`src/rtl/div_unit.sv`:
```
// Iterative radix-2 restoring divider for DIV/DIVU; drives the HI/LO write port.
// result_o = {remainder, quotient}, valid while ready_o is high.
module div_unit #(
  parameter int WIDTH = 32
) (
  input  logic               clk,
  input  logic               rst,
  input  logic               signed_div_i,
  input  logic [WIDTH-1:0]   opdata1_i,
  input  logic [WIDTH-1:0]   opdata2_i,
  input  logic               start_i,
  input  logic               annul_i,
  output logic [2*WIDTH-1:0] result_o,
  output logic               ready_o,
  output logic [1:0]         state_o
);

  localparam int CW = $clog2(WIDTH) + 1;

  typedef enum logic [1:0] {
    S_FREE    = 2'd0,
    S_BY_ZERO = 2'd1,
    S_ON      = 2'd2,
    S_END     = 2'd3
  } state_t;

  state_t           r_state;
  logic [CW-1:0]    r_cnt;
  logic [2*WIDTH:0] r_work;
  logic [WIDTH-1:0] r_divisor;
  logic             r_neg_q;
  logic             r_neg_r;

  logic [WIDTH-1:0]   w_abs1;
  logic [WIDTH-1:0]   w_abs2;
  logic [2*WIDTH+1:0] w_shift;
  logic [WIDTH+1:0]   w_upper;
  logic [WIDTH+1:0]   w_trial;
  logic               w_borrow;
  logic [2*WIDTH:0]   w_step;
  logic [WIDTH-1:0]   w_quo;
  logic [WIDTH-1:0]   w_rem;
  logic [WIDTH-1:0]   w_quo_fix;
  logic [WIDTH-1:0]   w_rem_fix;

  // Signed operands are divided as magnitudes; signs are reapplied at the end.
  assign w_abs1 = (signed_div_i && opdata1_i[WIDTH-1]) ? -opdata1_i : opdata1_i;
  assign w_abs2 = (signed_div_i && opdata2_i[WIDTH-1]) ? -opdata2_i : opdata2_i;

  // One restoring step: shift left, try subtracting the divisor from the upper half.
  assign w_shift  = {r_work, 1'b0};
  assign w_upper  = w_shift[2*WIDTH+1:WIDTH];
  assign w_trial  = w_upper - {2'b00, r_divisor};
  assign w_borrow = w_trial[WIDTH+1];
  assign w_step   = w_borrow ? w_shift[2*WIDTH:0]
                             : {w_trial[WIDTH:0], w_shift[WIDTH-1:1], 1'b1};

  assign w_quo     = r_work[WIDTH-1:0];
  assign w_rem     = r_work[2*WIDTH-1:WIDTH];
  assign w_quo_fix = r_neg_q ? -w_quo : w_quo;
  assign w_rem_fix = r_neg_r ? -w_rem : w_rem;

  assign state_o = r_state;

  always_ff @(posedge clk or negedge rst) begin
    if (!rst) begin
      r_state   <= S_FREE;
      r_cnt     <= '0;
      r_work    <= '0;
      r_divisor <= '0;
      r_neg_q   <= 1'b0;
      r_neg_r   <= 1'b0;
      result_o  <= '0;
      ready_o   <= 1'b0;
    end else begin
      case (r_state)
        S_FREE: begin
          ready_o  <= 1'b0;
          result_o <= '0;
          if (start_i && !annul_i) begin
            r_work    <= {{(WIDTH+1){1'b0}}, w_abs1};
            r_divisor <= w_abs2;
            r_neg_q   <= signed_div_i & (opdata1_i[WIDTH-1] ^ opdata2_i[WIDTH-1]);
            r_neg_r   <= signed_div_i & opdata1_i[WIDTH-1];
            r_cnt     <= '0;
            r_state   <= (opdata2_i == '0) ? S_BY_ZERO : S_ON;
          end
        end
        S_BY_ZERO: begin
          r_cnt <= '0;
          if (annul_i) begin
            r_state <= S_FREE;
          end else begin
            r_state  <= S_END;
            result_o <= '0;
            ready_o  <= 1'b1;
          end
        end
        S_ON: begin
          if (annul_i) begin
            r_state <= S_FREE;
            r_cnt   <= '0;
          end else if (r_cnt == CW'(WIDTH)) begin
            r_state  <= S_END;
            result_o <= {w_rem_fix, w_quo_fix};
            ready_o  <= 1'b1;
          end else begin
            r_work <= w_step;
            r_cnt  <= r_cnt + CW'(1);
          end
        end
        S_END: begin
          // EX holds start_i until it has consumed the result.
          if (annul_i || !start_i) begin
            r_state  <= S_FREE;
            r_cnt    <= '0;
            result_o <= '0;
            ready_o  <= 1'b0;
          end
        end
        default: begin
          r_state <= S_FREE;
          r_cnt   <= '0;
          ready_o <= 1'b0;
        end
      endcase
    end
  end

endmodule
```
`config.mk`:
```
export PLATFORM = sky130hd
export DESIGN_NAME = div_unit
export DESIGN_NICKNAME = d
export VERILOG_FILES = /design/src/rtl/div_unit.sv
export SDC_FILE = /design/constraint.sdc
export NUM_CORES = 1
export LEC_CHECK = 0
export CORE_AREA = 2 2 165 167
export CTS_CLUSTER_DIAMETER = 200
export DETAILED_ROUTE_END_ITERATION = 10
export DIE_AREA = 0 0 167 169
export HOLD_SLACK_MARGIN = 0.02
export PLACE_DENSITY_LB_ADDON = 0.1
export RECOVER_POWER = 25
export SLEW_MARGIN = 10
export SYNTH_ARGS = -nofsm -noshare
export SYNTH_HDL_FRONTEND = slang
export SYNTH_SLANG_ARGS = --single-unit
```
`constraint.sdc`:
```
create_clock -name clk -period 3.4 [get_ports clk]
set_input_delay 0.68 -clock clk [delete_from_list [all_inputs] [get_ports clk]]
set_output_delay 0.68 -clock clk [all_outputs]
set_load 0.01 [all_outputs]
```
Yosys cells after proc, flatten, opt, wreduce, memory -nomap -nowiden
Cells that the tools add are included.
{"block": "op_classes", "addsub": 6, "eq_ne": 12, "muxes": 31, "bitwise_logic": 3, "reduce_logical": 14}
{"op": "65-bit 2-to-1 mux", "count": 4}
{"op": "64-bit 2-to-1 mux", "count": 4}
{"op": "64-bit case mux with 4 select lines", "count": 1}
{"op": "65-bit case mux with 2 select lines", "count": 1}
{"op": "32-bit 2-to-1 mux", "count": 4}
{"op": "32-bit negator", "count": 4}
{"op": "34-bit by 32-bit subtractor with 34-bit output", "count": 1}
{"op": "32-bit zero test", "count": 1}
{"op": "6-bit 2-to-1 mux", "count": 4}
{"op": "6-bit case mux with 4 select lines", "count": 1}
{"op": "2-bit 2-to-1 mux", "count": 6}
{"op": "2-bit inequality test, second input constant", "count": 6}
{"op": "2-bit case mux with 4 select lines", "count": 1}
{"op": "4-bit AND reduction", "count": 2}
{"op": "6-bit by 1-bit adder with 6-bit output, second input constant", "count": 1}
{"op": "6-bit == test, second input constant", "count": 1}
{"op": "3-bit inequality test, second input constant", "count": 2}
{"op": "3-bit AND reduction", "count": 2}
{"op": "2-bit == test, second input constant", "count": 2}
{"op": "1-bit 2-to-1 mux", "count": 4}
{"op": "1-bit case mux with 4 select lines", "count": 1}
{"op": "1-bit logical AND", "count": 3}
{"op": "1-bit bitwise AND", "count": 2}
{"op": "2-bit by 1-bit == test with 1-bit output, second input constant", "count": 1}
{"op": "other kinds (6)", "count": 7}
{"block": "word_totals", "ff_bits": 172, "in_bits": 69, "out_inout_bits": 67, "elab_cells": 74}

Depth between registers and ports, before layout
{"block": "logic_depth", "ltp_word": 5, "mapped_depth": 13, "depth_no_buf": 12}

Worst setup path before layout
OpenSTA, ideal clock, no wires.
{"block": "synth_timing", "kind": "register to register", "start": "reg r_work[59]", "end": "reg r_work[40]", "setup_time_ps": 126, "t_arrival_ps": 2855, "required_ps": 3274, "slack_ps": 418, "stages_incl_launch_ff": 11, "n_path_buf": 1, "synth_period_minus_slack_ps": 2982, "cell_sequence": "dfrtp_1 ha_1 a21o_1 o21bai_1 a21o_1 a21o_1 a211o_1 nor3_1 nor2_1 clkbuf_1 a221o_2"}
{"block": "synth_between", "elab_chain_cells": 5}
{"item": "from (decl)", "line_no": "29", "source": "logic [2*WIDTH:0] r_work;"}
{"item": "from (signal assigned)", "line_no": "81", "source": "r_work <= {{(WIDTH+1){1'b0}}, w_abs1};"}
{"item": "from (signal assigned)", "line_no": "108", "source": "r_work <= w_step;"}
{"item": "34-bit by 32-bit subtractor with 34-bit output", "line_no": "53", "source": "assign w_trial = w_upper - {2'b00, r_divisor};"}
{"item": "65-bit 2-to-1 mux", "line_no": "55", "source": "assign w_step = w_borrow ? w_shift[2*WIDTH:0]"}
{"item": "65-bit 2-to-1 mux", "line_no": "103", "source": "end else if (r_cnt == CW'(WIDTH)) begin"}
{"item": "65-bit 2-to-1 mux", "line_no": "100", "source": "if (annul_i) begin"}
{"item": "65-bit case mux with 2 select lines", "line_no": "76", "source": "case (r_state)"}
Every way passes these cells. The select of a mux whose other input is x is not followed.
A chain may end at the register's enable or synchronous reset.

Worst setup path after layout
{"block": "layout_timing", "start": "reg r_work[41]", "end": "reg r_work[61]"}
Same word-level chain as after synthesis.

==> results.txt <==
Synth Area in Compound Gates - 23.0%
Total of max-cap violations - 1
Area share of and/or/nand/nor cells after synthesis - 20.1%
Cell count after synthesis - 1437
Largest net degree at the start of global routing - 77
Xor and xnor fraction of the mapped netlist area - 10.4%
Clock buffer depth - 2
Failing checks - max-capacitance violations, max-slew violations
Core area - 26500 sq um
Mux share of post-synthesis cell area - 0.716%
Final wirelength - 32700 microns
Drt pass-1 iters - 7
Post-layout util - 54.8%
Post-synth EDFFs - 0
WP data arrival - 3620 ps
Number of DRC markers in iteration 0 - 957
WP data required - 3750 ps
Starting Density - 44.2%
FF+latch area - 4300 sq um
Die X-Extent - 167 microns
Crit. End Element - register
Largest family of logic cells by synthesized area - compound AO/OA/AOI/OAI gates
Area of the die - 28200 sq um
Sequential cell area fraction in the yosys report - 36.7%
Commonest non-fill, non-tap cell in the layout - nand2_1
Port Buffers - 135
Final hold violation count - 0
Clk pin slew, worst setup/hold paths - 80 ps
Hold Path Class - register to register
Syn. warnings - 0
Average size of a mapped cell - 8.15 sq um
Final setup TNS - 0 ps
PwrDens - 900 nW/um^2
Flops & latches, synth - 172
Row count - 60
Worst-path fanout max - 6
P_leak - 6.12 nW
M1 WL - 16900 microns
Min Clock Period, post-route - 3270 ps
Initial antenna violation count - 0
Detailed-routed wire length on met2 - 13500 microns
Slew @ Worst Pin - 1950 ps
Diode count - 0
GRT overflow - 0
Maximum vdd drop - 0.436 mV
Synth Area in Adders - 4.66%
Nets - 1711
Net count after synthesis - 1549
IO Count - 136
CP startpoint - r_work[41]$_DFFE_PN0P_
CTS buffer count - 17
Synth unique cells - 65
Sinks on Clock Net - 172
Metal3 WL - 2040 microns
GRT Util Overall - 23.5%
Avg Vias per Cell - 5.56
Vias in the first global route - 10300
RR Startpoint - r_work[41]$_DFFE_PN0P_
DRC - 0
Max layer used - met4
Synth Cell Area - 11700 sq um
Final setup skew - 14.5 ps
Asr flop ratio synth - 100%
Via count - 10900
Share of layout cells above drive strength 1 - 9.74%
Ys flop type - dfrtp_1
Final Cycle Share - 96.2%
DR WL/cell - 16.8 microns
Max Clock Freq - 306 MHz
Hold Startpoint - result_o[62]$_DFFE_PN0P_
H-tree Lvls - 4
Area occupied by multi-input gates - 6950 sq um
First-pass GRT wire length - 54000 microns
Max-slew headroom - -30.0%
Chip height - 169 microns
CTS root buffer - clkbuf_16
Status - finished with violations
CP Launch Type - register
Antenna Nets Post-Route - 0
Syn-to-layout area delta - 24.0%
Hold-fix buffers, CTS - 0
Detailed Place HPWL - 25000 microns
CTS tree - yes
Max-slew violations - 76
Crit Path Class - register to register
Skew-Pair Late Insertion Delay - 440 ps
Filler instances - 2515
Final setup violation count - 0
RePlAce Congestion - 0.938
Most frequent cells in the layout - nand2_1, o21ai_0, dfrtp_1
registers in the layout (all words and copies together) (netlist names):
signal	count
r_cnt	6
r_divisor	32
r_neg_q	1
r_neg_r	1
r_work	65
ready_o	1
result_o	64
state_o	2
worst paths after layout:
path | end | slack (ps) | depth (start not counted)
max in group asynchronous | result_o[43]$_DFFE_PN0P_ | 580 | 2
min | result_o[62]$_DFFE_PN0P_ | 480 | 2
min in group asynchronous | result_o[15]$_DFFE_PN0P_ | 760 | 1
max reg2reg | r_work[61]$_DFFE_PN0P_ | 130 | 9
max | r_work[61]$_DFFE_PN0P_ | 130 | 9
min reg2reg | result_o[62]$_DFFE_PN0P_ | 480 | 2
cell families (layout without fill, tap and decap cells):
| kind of cell | Yosys count | in the layout |
|---|---|---|
| AO/OA/AOI/OAI | 441 | 441 |
| adder cells (fa/ha/maj) | 43 | 43 |
| XOR/XNOR | 139 | 139 |
| flip-flops | 172 | 172 |
| buffers and inverters | 136 | 311 |
| multiplexers | 8 | 8 |
| AND/OR/NAND/NOR | 498 | 498 |
synthesized netlist by cell type, types with 11 or more instances:
| master | instances | share of area, % |
|---|---|---|
| ha_1 | 42 | 4.5 |
| nand4_1 | 24 | 1.3 |
| nor4_1 | 12 | 0.64 |
| xor2_1 | 79 | 5.9 |
| clkbuf_1 | 77 | 2.5 |
| o41ai_1 | 15 | 1.1 |
| o31ai_1 | 31 | 2.0 |
| or4_1 | 16 | 1.0 |
| nor3_1 | 23 | 0.98 |
| nor2_1 | 73 | 2.3 |
| nand2_1 | 261 | 8.4 |
| dfrtp_1 | 172 | 37 |
| a21oi_1 | 99 | 4.2 |
| or3_1 | 11 | 0.59 |
| a21o_1 | 15 | 0.96 |
| inv_1 | 56 | 1.8 |
| xnor2_1 | 60 | 4.5 |
| o21ai_0 | 174 | 7.4 |
| a211oi_1 | 12 | 0.77 |
| o211ai_1 | 25 | 1.6 |
| nand3_1 | 17 | 0.73 |
per-stage QoR:
| stage | std cells | hold slack (ps) | power (mW) | cell area, sq um | worst slack, ps |
|---|---|---|---|---|---|
| final | 1953 | 479 | 13.1 | 14500 | 130 |
| after floorplan | 1437 | 384 | 8.42 | 11700 | 418 |
| after global placement | 1920 | 460 | 10.8 | 13900 | 70.7 |
| after global routing | 1953 | 501 | 14.2 | 14500 | -20.8 |
| after detailed placement | 1920 | 470 | 10.9 | 13900 | 49.6 |
| after CTS | 1952 | 288 | 13.0 | 14500 | 86.8 |
cell type report:
| type | instances | share of cell area, % |
|---|---|---|
| Sequential cell | 172 | 29.6 |
| Multi-Input combinational cell | 1129 | 47.8 |
| Inverter | 56 | 1.45 |
| Clock inverter | 15 | 1.33 |
| Timing Repair Buffer | 223 | 14.0 |
| Clock buffer | 17 | 2.93 |
| Tap cell | 341 | 2.94 |
power by group:
| part | switching [mW] | internal (mW) | leakage, nW |
|---|---|---|---|
| sequential | 0.684 | 2.62 | 2.27 |
| combinational | 4.56 | 3.20 | 3.55 |
| clock | 1.02 | 1.01 | 0.295 |
layer usage:
| metal | up-vias | track usage (%) |
|---|---|---|
| met3 | 24 | 3.58 |
| met4 | 0 | 5.02 |
| met2 | 319 | 34.0 |
| met1 | 5075 | 36.8 |
| li1 | 5437 | - |
| met5 | - | 0 |
worst max-delay path, cell delays in order, from the launching register on:
cell and delay [ps]:
dfrtp_1 480, ha_1 350, a211oi_1 330, o21bai_1 160
a21o_1 210, o211ai_1 370, a21o_1 210, a21oi_1 150
or4b_2 700, o221ai_1 210
timing repair:
action                                 CTS  global route
buffers inserted                         0             1
resized for setup                        0             7
setup endpoints to repair                0             6
endpoints found under the hold margin    0             0
No activity file was read; power rests on OpenSTA's default activity.
